<file path="src/rtl/nes_pkg.sv">
// Shared NES CPU-bus constants and types used by the OAM DMA engine.
package nes_pkg;

  localparam int unsigned ADDR_W = 16;
  localparam int unsigned DATA_W = 8;
  localparam int unsigned IDX_W  = 8;

  localparam logic [ADDR_W-1:0] OAMDMA_ADDR  = 16'h4014;
  localparam logic [ADDR_W-1:0] OAMDATA_ADDR = 16'h2004;

  typedef enum logic [2:0] {
    IDLE  = 3'd0,
    HALT  = 3'd1,
    ALIGN = 3'd2,
    GET   = 3'd3,
    PUT   = 3'd4
  } dma_state_t;

  // One bus-cycle request as seen by the bus decoder.
  typedef struct packed {
    logic [ADDR_W-1:0] addr;
    logic              rw;
    logic [DATA_W-1:0] data;
  } bus_req_t;

endpackage

</file>
<file path="src/rtl/oam_dma.sv">
// OAM DMA engine: on a CPU write to $4014 halts the CPU and copies page $XX00-$XXFF
// to OAMDATA through the CPU bus, owning addr/rw/wdata while the copy runs.
module oam_dma
  import nes_pkg::ADDR_W, nes_pkg::DATA_W, nes_pkg::IDX_W, nes_pkg::dma_state_t,
         nes_pkg::bus_req_t, nes_pkg::IDLE, nes_pkg::HALT, nes_pkg::ALIGN,
         nes_pkg::GET, nes_pkg::PUT;
#(
  parameter logic [ADDR_W-1:0] OAMDMA_ADDR  = nes_pkg::OAMDMA_ADDR,
  parameter logic [ADDR_W-1:0] OAMDATA_ADDR = nes_pkg::OAMDATA_ADDR
) (
  input  logic              clk,
  input  logic              rst,
  input  logic [ADDR_W-1:0] cpu_addr,
  input  logic              cpu_rw,
  input  logic [DATA_W-1:0] cpu_data_i,
  input  logic [DATA_W-1:0] bus_data_i,
  output logic [ADDR_W-1:0] bus_addr,
  output logic              bus_rw,
  output logic [DATA_W-1:0] bus_data_o,
  output logic              cpu_halt,
  output logic              dma_active
);

  dma_state_t       state_q, state_d;
  logic [IDX_W-1:0] page_q, page_d;
  logic [IDX_W-1:0] idx_q, idx_d;
  logic             odd_q;
  logic             trigger;
  bus_req_t         req;

  assign trigger = !cpu_rw && (cpu_addr == OAMDMA_ADDR);

  // State, transfer pointer and the free-running cycle parity.
  always_ff @(posedge clk or negedge rst) begin
    if (!rst) begin
      state_q <= IDLE;
      page_q  <= '0;
      idx_q   <= '0;
      odd_q   <= 1'b0;
    end else begin
      state_q <= state_d;
      page_q  <= page_d;
      idx_q   <= idx_d;
      odd_q   <= ~odd_q;
    end
  end

  // Next-state logic and bus ownership mux.
  always_comb begin
    state_d    = state_q;
    page_d     = page_q;
    idx_d      = idx_q;
    req.addr   = cpu_addr;
    req.rw     = cpu_rw;
    req.data   = cpu_data_i;
    cpu_halt   = 1'b0;
    dma_active = 1'b0;

    unique case (state_q)
      IDLE: begin
        if (trigger) begin
          page_d  = cpu_data_i;
          idx_d   = '0;
          state_d = HALT;
        end
      end
      HALT: begin
        // Dummy read cycle; the ALIGN slot keeps GET/PUT on a fixed parity.
        req.rw   = 1'b1;
        cpu_halt = 1'b1;
        state_d  = odd_q ? GET : ALIGN;
      end
      ALIGN: begin
        req.rw   = 1'b1;
        cpu_halt = 1'b1;
        state_d  = GET;
      end
      GET: begin
        req.addr = {page_q, idx_q};
        req.rw   = 1'b1;
        cpu_halt = 1'b1;
        state_d  = PUT;
      end
      PUT: begin
        // Read data from the preceding GET arrives this cycle; forward it unregistered.
        req.addr = OAMDATA_ADDR;
        req.rw   = 1'b0;
        req.data = bus_data_i;
        cpu_halt = 1'b1;
        if (idx_q == IDX_W'(8'hFF)) begin
          state_d = IDLE;
        end else begin
          idx_d   = idx_q + IDX_W'(1);
          state_d = GET;
        end
      end
      default: begin
        state_d = IDLE;
      end
    endcase

    dma_active = cpu_halt;
  end

  assign bus_addr   = req.addr;
  assign bus_rw     = req.rw;
  assign bus_data_o = req.data;

endmodule
</file>
<file path="config.mk">
export PLATFORM = sky130hd
export DESIGN_NAME = oam_dma
export DESIGN_NICKNAME = d
export VERILOG_FILES = /design/src/rtl/nes_pkg.sv /design/src/rtl/oam_dma.sv
export SDC_FILE = /design/constraint.sdc
export NUM_CORES = 1
export LEC_CHECK = 0
export ABC_AREA = 1
export BUFFER_PORTS_ARGS = -buffer_cell sky130_fd_sc_hd__buf_2
export CAP_MARGIN = 0
export CORE_UTILIZATION = 50
export DETAILED_ROUTE_END_ITERATION = 10
export PLACE_DENSITY = 0.87
export SLEW_MARGIN = 20
export SYNTH_ARGS = -nofsm -noshare
export SYNTH_HDL_FRONTEND = slang
export SYNTH_SLANG_ARGS = --single-unit
</file>
<file path="constraint.sdc">
create_clock -name clk -period 3.3 [get_ports clk]
set_input_delay 0.165 -clock clk [delete_from_list [all_inputs] [get_ports clk]]
set_output_delay 0.165 -clock clk [all_outputs]
set_load 0.02 [all_outputs]
</file>
==> impl_metrics.json, run 1 <==
{
  "r2r-start": "state_q[0]",
  "post_cts_buffers": 0,
  "grt_overflow_total": 0,
  "core_area_sq_um": 2540,
  "worst_hold_endpoint": "page_q[4]",
  "tightest_slew_margin_relative_to_the_limit_pct": 69.2,
  "post_layout_nonfiller_instances": 308,
  "clock-root-buffer": "sky130_fd_sc_hd__clkbuf_4",
  "hold_violations": 0,
  "fmax_ghz": 0.456,
  "post_drt_wl_per_cell_um": 11.9,
  "cts_inserted_buffers": 3,
  "setup_viol": 0,
  "netlist_instances": 218,
  "ys_seq_elements": 20,
  "vias": 1543,
  "critical-path-top-delay-family": "simple AND/OR/NAND/NOR gates",
  "drive_above_1_share_pct": 29.1,
  "n_fill_cell": 249,
  "maxCapViolations": 0,
  "power.static_leakage_nw": 1.08,
  "timing_worst_setup_path_type": "reg2out",
  "drt_iter0_drc": 38,
  "r2r_end": "idx_q[3]",
  "number_of_global_route_vias_before_repair": 1348,
  "class_of_the_worst_hold_path": "in2reg",
  "multiInputGateArea_sq_um": 704,
  "ir_drop_v": 0.000233,
  "die_height_um": 54.8,
  "biggest_fanout_along_the_worst_timing_path": 15,
  "number_of_warnings_issued_by_yosys": 0,
  "grt_max_degree": 26,
  "synth_cell_types": 21,
  "drc_violation_count_after_routing": 0,
  "seq_area_sq_um": 500,
  "totalWireLength_um": 3680,
  "rsz0062_at_grt": "false",
  "run_status": "complete, no violations",
  "place.gp.congestion": 0.869,
  "syn_avg_cell_area_sq_um": 6.39,
  "worstSkewPairLatency_ns": 0.31,
  "worst_path_largest_cell_delay_ns": 0.48,
  "fin_crit_sh_pct": 66.5,
  "n_antenna_cell": 0,
  "ys_seq_area_share_pct": 35.9,
  "cts.sinks": 20,
  "worst_ep_arrival_time_ns": 2.03,
  "cp_num_buf_inv": 3,
  "min-delay-start": "cpu_data_i[4]",
  "placementRows": 18,
  "end_kind": "output port",
  "dieArea_sq_um": 3000,
  "placedCellCount": 303,
  "finalCriticalPeriod_ns": 2.19,
  "globalRouteTotalUtil_pct": 27.1,
  "antenna_violating_nets_post_route": 0,
  "hold_depth": 3,
  "synthesis.nets": 254,
  "worst-r2r-cell-count": 7,
  "antenna_found_initial": 0,
  "initial_core_util_pct": 54.7,
  "path_clk_slew_ns": 0.13,
  "postCtsResizedCells": 0,
  "synthesis_to_layout_area_growth_pct": 26.1,
  "dr.pass1.iters": 4,
  "worst_setup_path_start_kind": "register",
  "finalMaxSlewViolations": 0,
  "finalHoldWorstSlack_ns": 0.0889,
  "cts_htree_levels": 1,
  "via_per_inst": 5.01,
  "synth.cell_area_sq_um": 1390,
  "required_ns": 3.13,
  "timing.critical_path.cells": "inv_1 -> nand3_2 -> nand2_2 -> inv_2 -> nand2_1 -> o21ai_0 -> buf_2",
  "final_net_count": 315,
  "max_slew.worst_pin.slew_ns": 0.462,
  "fin_worst_skew_ns": 0.00263,
  "grt_first_pass_wirelength_um": 5680,
  "ios": 62,
  "chipWidth_um": 54.8,
  "setup.reg_to_reg.worst_slack_ns": 1.60,
  "cp_slowest_cell": "sky130_fd_sc_hd__dfrtp_1",
  "buffer_ports.inserted": 61,
  "cts-root-to-sink-buffers": 2,
  "tritoncts": "done",
  "tns_ns": 0,
  "dpl.hpwl_um": 2680,
  "p_per_area_nw_per_um2": 287
}
-- report_power, final --
part | switching (mW) | leakage [nW] | internal, mW
clock network | 0.0856 | 0.0279 | 0.123
registers | 0 | 0.204 | 0.245
logic | 0.0284 | 0.847 | 0.0225
total | 0.114 | 1.08 | 0.390
-- worst max path at each step --
stage,end,cells past startpoint,from
after floorplan,bus_addr[15],4,state_q[2]
after global placement,bus_addr[4],7,state_q[2]
after detailed placement,bus_addr[4],7,state_q[2]
after CTS,bus_addr[4],7,state_q[2]
after global routing,bus_addr[4],7,state_q[2]
final,bus_addr[4],7,state_q[2]
-- routing by layer --
metal  vias to the layer above  GRT usage (%)  routed length [um]
met5                         -              0                   0
met4                         0           8.55                  21
met3                         3           4.44                 346
met2                        77           48.0                1810
met1                       675           33.1                1510
li1                        788              -                   -
-- synthesized netlist by cell type (all sizes together) --
library cell / instances / area, sq um
ha: 1 / 12.5
o21ai: 12 / 60.1
inv: 39 / 146
nand4: 2 / 12.5
or2: 1 / 6.26
nor2: 36 / 150
buf: 6 / 41.3
nand2: 71 / 284
a21oi: 8 / 43.8
dfrtp: 20 / 500
o22ai: 6 / 37.5
nand3: 15 / 92.6
nor3: 1 / 5.00
-- layout by cell type, fill, tap and decap left out --
cell                            Yosys  routed
sky130_fd_sc_hd__dfrtp_1           20      20
sky130_fd_sc_hd__bufinv_16          0       1
sky130_fd_sc_hd__nor2_1            34      34
sky130_fd_sc_hd__nand3_4            1       1
sky130_fd_sc_hd__nor3_1             1       1
sky130_fd_sc_hd__inv_2              3       3
sky130_fd_sc_hd__ha_1               1       1
sky130_fd_sc_hd__nor2_4             2       2
sky130_fd_sc_hd__a21oi_2            1       1
sky130_fd_sc_hd__o21ai_0           12      12
sky130_fd_sc_hd__clkbuf_4           0       3
sky130_fd_sc_hd__buf_2              3      61
sky130_fd_sc_hd__inv_1             36      36
sky130_fd_sc_hd__nand2_1           64      64
sky130_fd_sc_hd__nand3_2            1       1
sky130_fd_sc_hd__or2_2              1       1
sky130_fd_sc_hd__dlygate4sd3_1      0       1
sky130_fd_sc_hd__a21oi_1            7       7
sky130_fd_sc_hd__nand2_2            7       7
sky130_fd_sc_hd__nand4_1            2       2
sky130_fd_sc_hd__o22ai_1            6       6
sky130_fd_sc_hd__nand3_1           13      13
-- stage by stage --
step | util [%] | total power [mW] | cell area (sq um) | worst slack [ns]
after floorplan | - | 0.266 | 1390 | 1.82
after global placement | 66.6 | 0.299 | 1690 | 1.50
after detailed placement | 66.6 | 0.300 | 1690 | 1.49
after CTS | 69.0 | 0.505 | 1760 | 1.12
after global routing | 69.0 | 0.519 | 1760 | 0.997
final | 69.0 | 0.504 | 1760 | 1.11
-- cell type report --
type | count | share of cell area (%)
Tap cell | 30 | 2.14
Sequential cell | 20 | 28.5
Timing Repair Buffer | 62 | 17.9
Clock inverter | 1 | 1.71
Inverter | 39 | 8.33
Multi-Input combinational cell | 153 | 40.1
Clock buffer | 3 | 1.28
-- sequential cells by signal, summed over array words and instances (netlist names) --
| signal | flops |
|---|---|
| odd_q | 1 |
| page_q | 8 |
| idx_q | 8 |
| state_q | 3 |
-- kinds of logic after synthesis --
kind of cell	count (synthesis)	synth area share, %
buffers and inverters	45	13.5
DFF	20	35.9
and+or+nand+nor	126	39.5
adders and majority gates	1	0.898
AOI/OAI and AO/OA	26	10.2
-- timing repair --
item                                    4_1_cts  5_1_grt
hold buffers                                  1        0
endpoints found under the setup margin        0        0
hold endpoints to repair                     20        0
-- tightest hold or removal path, delay by kind of cell --
family	cells	cell delay, ns
buf+inv	1	0.09
simple gates	2	0.12
Note: power is estimated with default switching activity, not from simulation.
==> inputs of run 2 (changes only) <==
--- a/config.mk
+++ b/config.mk
@@ -8,9 +8,9 @@
 export ABC_AREA = 1
 export BUFFER_PORTS_ARGS = -buffer_cell sky130_fd_sc_hd__buf_2
 export CAP_MARGIN = 0
-export CORE_UTILIZATION = 50
+export CORE_UTILIZATION = 42
 export DETAILED_ROUTE_END_ITERATION = 10
-export PLACE_DENSITY = 0.87
+export PLACE_DENSITY = 0.78
 export SLEW_MARGIN = 20
 export SYNTH_ARGS = -nofsm -noshare
 export SYNTH_HDL_FRONTEND = slang
==> constraint.sdc (replaced) <==
create_clock -name clk -period 1.8 [get_ports clk]
set_input_delay 0.09 -clock clk [delete_from_list [all_inputs] [get_ports clk]]
set_output_delay 0.09 -clock clk [all_outputs]
set_load 0.02 [all_outputs]
==> impl_metrics.json, run 2 (same netlist as run 1, synthesis figures left out) <==
{
  "placementRows": 20,
  "ir_drop_v": 0.000216,
  "number_of_global_route_vias_before_repair": 1381,
  "synthesis_to_layout_area_growth_pct": 30.4,
  "ios": 62,
  "design_area_sq_um": 1820,
  "path_clk_slew_ns": 0.12,
  "tightest_slew_margin_relative_to_the_limit_pct": 69.0,
  "layout_top_registers": "idx_q x8, page_q x8, state_q x3",
  "maxCapViolations": 0,
  "p_per_area_nw_per_um2": 450,
  "grt_max_degree": 26,
  "finalMaxSlewViolations": 0,
  "placement.setup.worst_slack_ns": 0.247,
  "rsz0062_at_grt": "true",
  "class_of_the_worst_hold_path": "in2reg",
  "buffer_ports.inserted": 61,
  "grt_first_pass_wirelength_um": 5920,
  "power.static_leakage_nw": 1.09,
  "clock-root-buffer": "sky130_fd_sc_hd__clkbuf_4",
  "dr.pass1.iters": 4,
  "die_height_um": 59.6,
  "max_slew.worst_pin.slew_ns": 0.465,
  "setup_viol": 0,
  "antenna_found_initial": 0,
  "fin_worst_skew_ns": 0.00237,
  "hold_violations": 0,
  "vias": 1559,
  "dpl.hpwl_um": 2780,
  "cts_inserted_buffers": 3,
  "fmax_ghz": 0.577,
  "worstSkewPairLatency_ns": 0.31,
  "n_antenna_cell": 0,
  "core_area_sq_um": 3100,
  "place_area_sq_um": 1730,
  "antenna_violating_nets_post_route": 0,
  "timing.final.ws_setup_ns": 0.0680,
  "final_net_count": 320,
  "tritoncts": "done",
  "grt_overflow_total": 0,
  "run_status": "complete, no violations",
  "finalCriticalPeriod_ns": 1.73,
  "initial_core_util_pct": 44.9,
  "drt_iter0_drc": 80,
  "drc_violation_count_after_routing": 0,
  "drive_above_1_share_pct": 31.8,
  "end_kind": "output port",
  "post_drt_wl_per_cell_um": 11.2,
  "setup.reg_to_reg.worst_slack_ns": 0.27,
  "final_common_cell": "sky130_fd_sc_hd__nand2_1",
  "place.gp.congestion": 0.825,
  "chipWidth_um": 59.6,
  "biggest_fanout_along_the_worst_timing_path": 10,
  "most-common-layout-cells": "64 x sky130_fd_sc_hd__nand2_1, 61 x sky130_fd_sc_hd__buf_2, 34 x sky130_fd_sc_hd__inv_1, 34 x sky130_fd_sc_hd__nor2_1, 18 x sky130_fd_sc_hd__dfrtp_1",
  "worst_ep_arrival_time_ns": 1.64,
  "via_per_inst": 4.77,
  "finalHoldWorstSlack_ns": 0.0218,
  "fin_crit_sh_pct": 96.2,
  "timing_worst_setup_path_type": "reg2out",
  "worst_setup_path_start_kind": "register",
  "dieArea_sq_um": 3550,
  "required_ns": 1.71,
  "totalWireLength_um": 3670,
  "n_fill_cell": 319,
  "globalRouteTotalUtil_pct": 22.2,
  "cts-root-to-sink-buffers": 2,
  "cts.sinks": 20,
  "cts_htree_levels": 1
}
-- run 2: cell count changes in the layout (fill, tap and decap cells not counted) --
cell,before,now
sky130_fd_sc_hd__buf_4,0,4
sky130_fd_sc_hd__clkinvlp_4,0,1
sky130_fd_sc_hd__inv_1,36,34
sky130_fd_sc_hd__dfrtp_2,0,2
sky130_fd_sc_hd__nand2_2,7,5
sky130_fd_sc_hd__clkbuf_8,0,1
sky130_fd_sc_hd__buf_6,0,1
sky130_fd_sc_hd__dfrtp_1,20,18
sky130_fd_sc_hd__inv_2,3,4
sky130_fd_sc_hd__bufinv_16,1,0
sky130_fd_sc_hd__nand2_4,0,2
-- run 2: what timing repair did --
item | in CTS | in global routing
gates resized for setup | 0 | 7
endpoints found under the hold margin | 20 | 0
cloned | 0 | 0
setup buffers | 0 | 3
pin swaps | 0 | 1
setup endpoints to repair | 15 | 19
hold buffers | 1 | 0
-- run 2: per-layer routing --
metal | track usage (%) | wire [um] | up-vias
li1 | - | - | 799
met1 | 28.3 | 1620 | 707
met2 | 39.8 | 1830 | 48
met3 | 1.97 | 179 | 5
met4 | 6.31 | 40 | 0
met5 | 0 | 0 | -
-- run 2: final timing paths --
kind                                from  cells past startpoint          end
max                           state_q[0]                      7  bus_addr[4]
min                        cpu_data_i[3]                      3    page_q[3]
max reg2reg                   state_q[0]                      8     idx_q[5]
min reg2reg                        odd_q                      1        odd_q
max in group asynchronous            rst                      2   state_q[2]
min in group asynchronous            rst                      2     idx_q[0]
-- run 2: metrics by stage --
stage               power (mW)  std cells  setup TNS [ns]  util (%)
detailed placement       0.550        319               0      55.6
global placement         0.550        319               0      55.6
global route             0.851        327        -0.00993      58.5
floorplan                0.488        218               0         -
finish                   0.817        327               0      58.5
CTS                      0.822        324          -0.404      57.1
-- run 2: area by class of cell --
class / count / area, sq um / area share, %
clock buffers: 4 / 36.3 / 2.00
multi-input cells: 153 / 714 / 39.4
well taps: 44 / 55.1 / 3.03
flip-flops and latches: 20 / 503 / 27.7
repair buffers: 67 / 357 / 19.6
inverters: 39 / 150 / 8.27
-- run 2: report_power, final --
group	internal [mW]	switching, mW
clock	0.124	0.151
combinational	0.0413	0.0521
sequential	0.449	0
-- run 2: worst max-delay path, cell delays in order, from the launching register on --
cell	delay, ns
sky130_fd_sc_hd__dfrtp_2	0.47
sky130_fd_sc_hd__nor2_4	0.16
sky130_fd_sc_hd__nand2_4	0.12
sky130_fd_sc_hd__nand2_4	0.15
sky130_fd_sc_hd__inv_2	0.10
sky130_fd_sc_hd__nand2_1	0.07
sky130_fd_sc_hd__o21ai_0	0.10
sky130_fd_sc_hd__buf_2	0.17
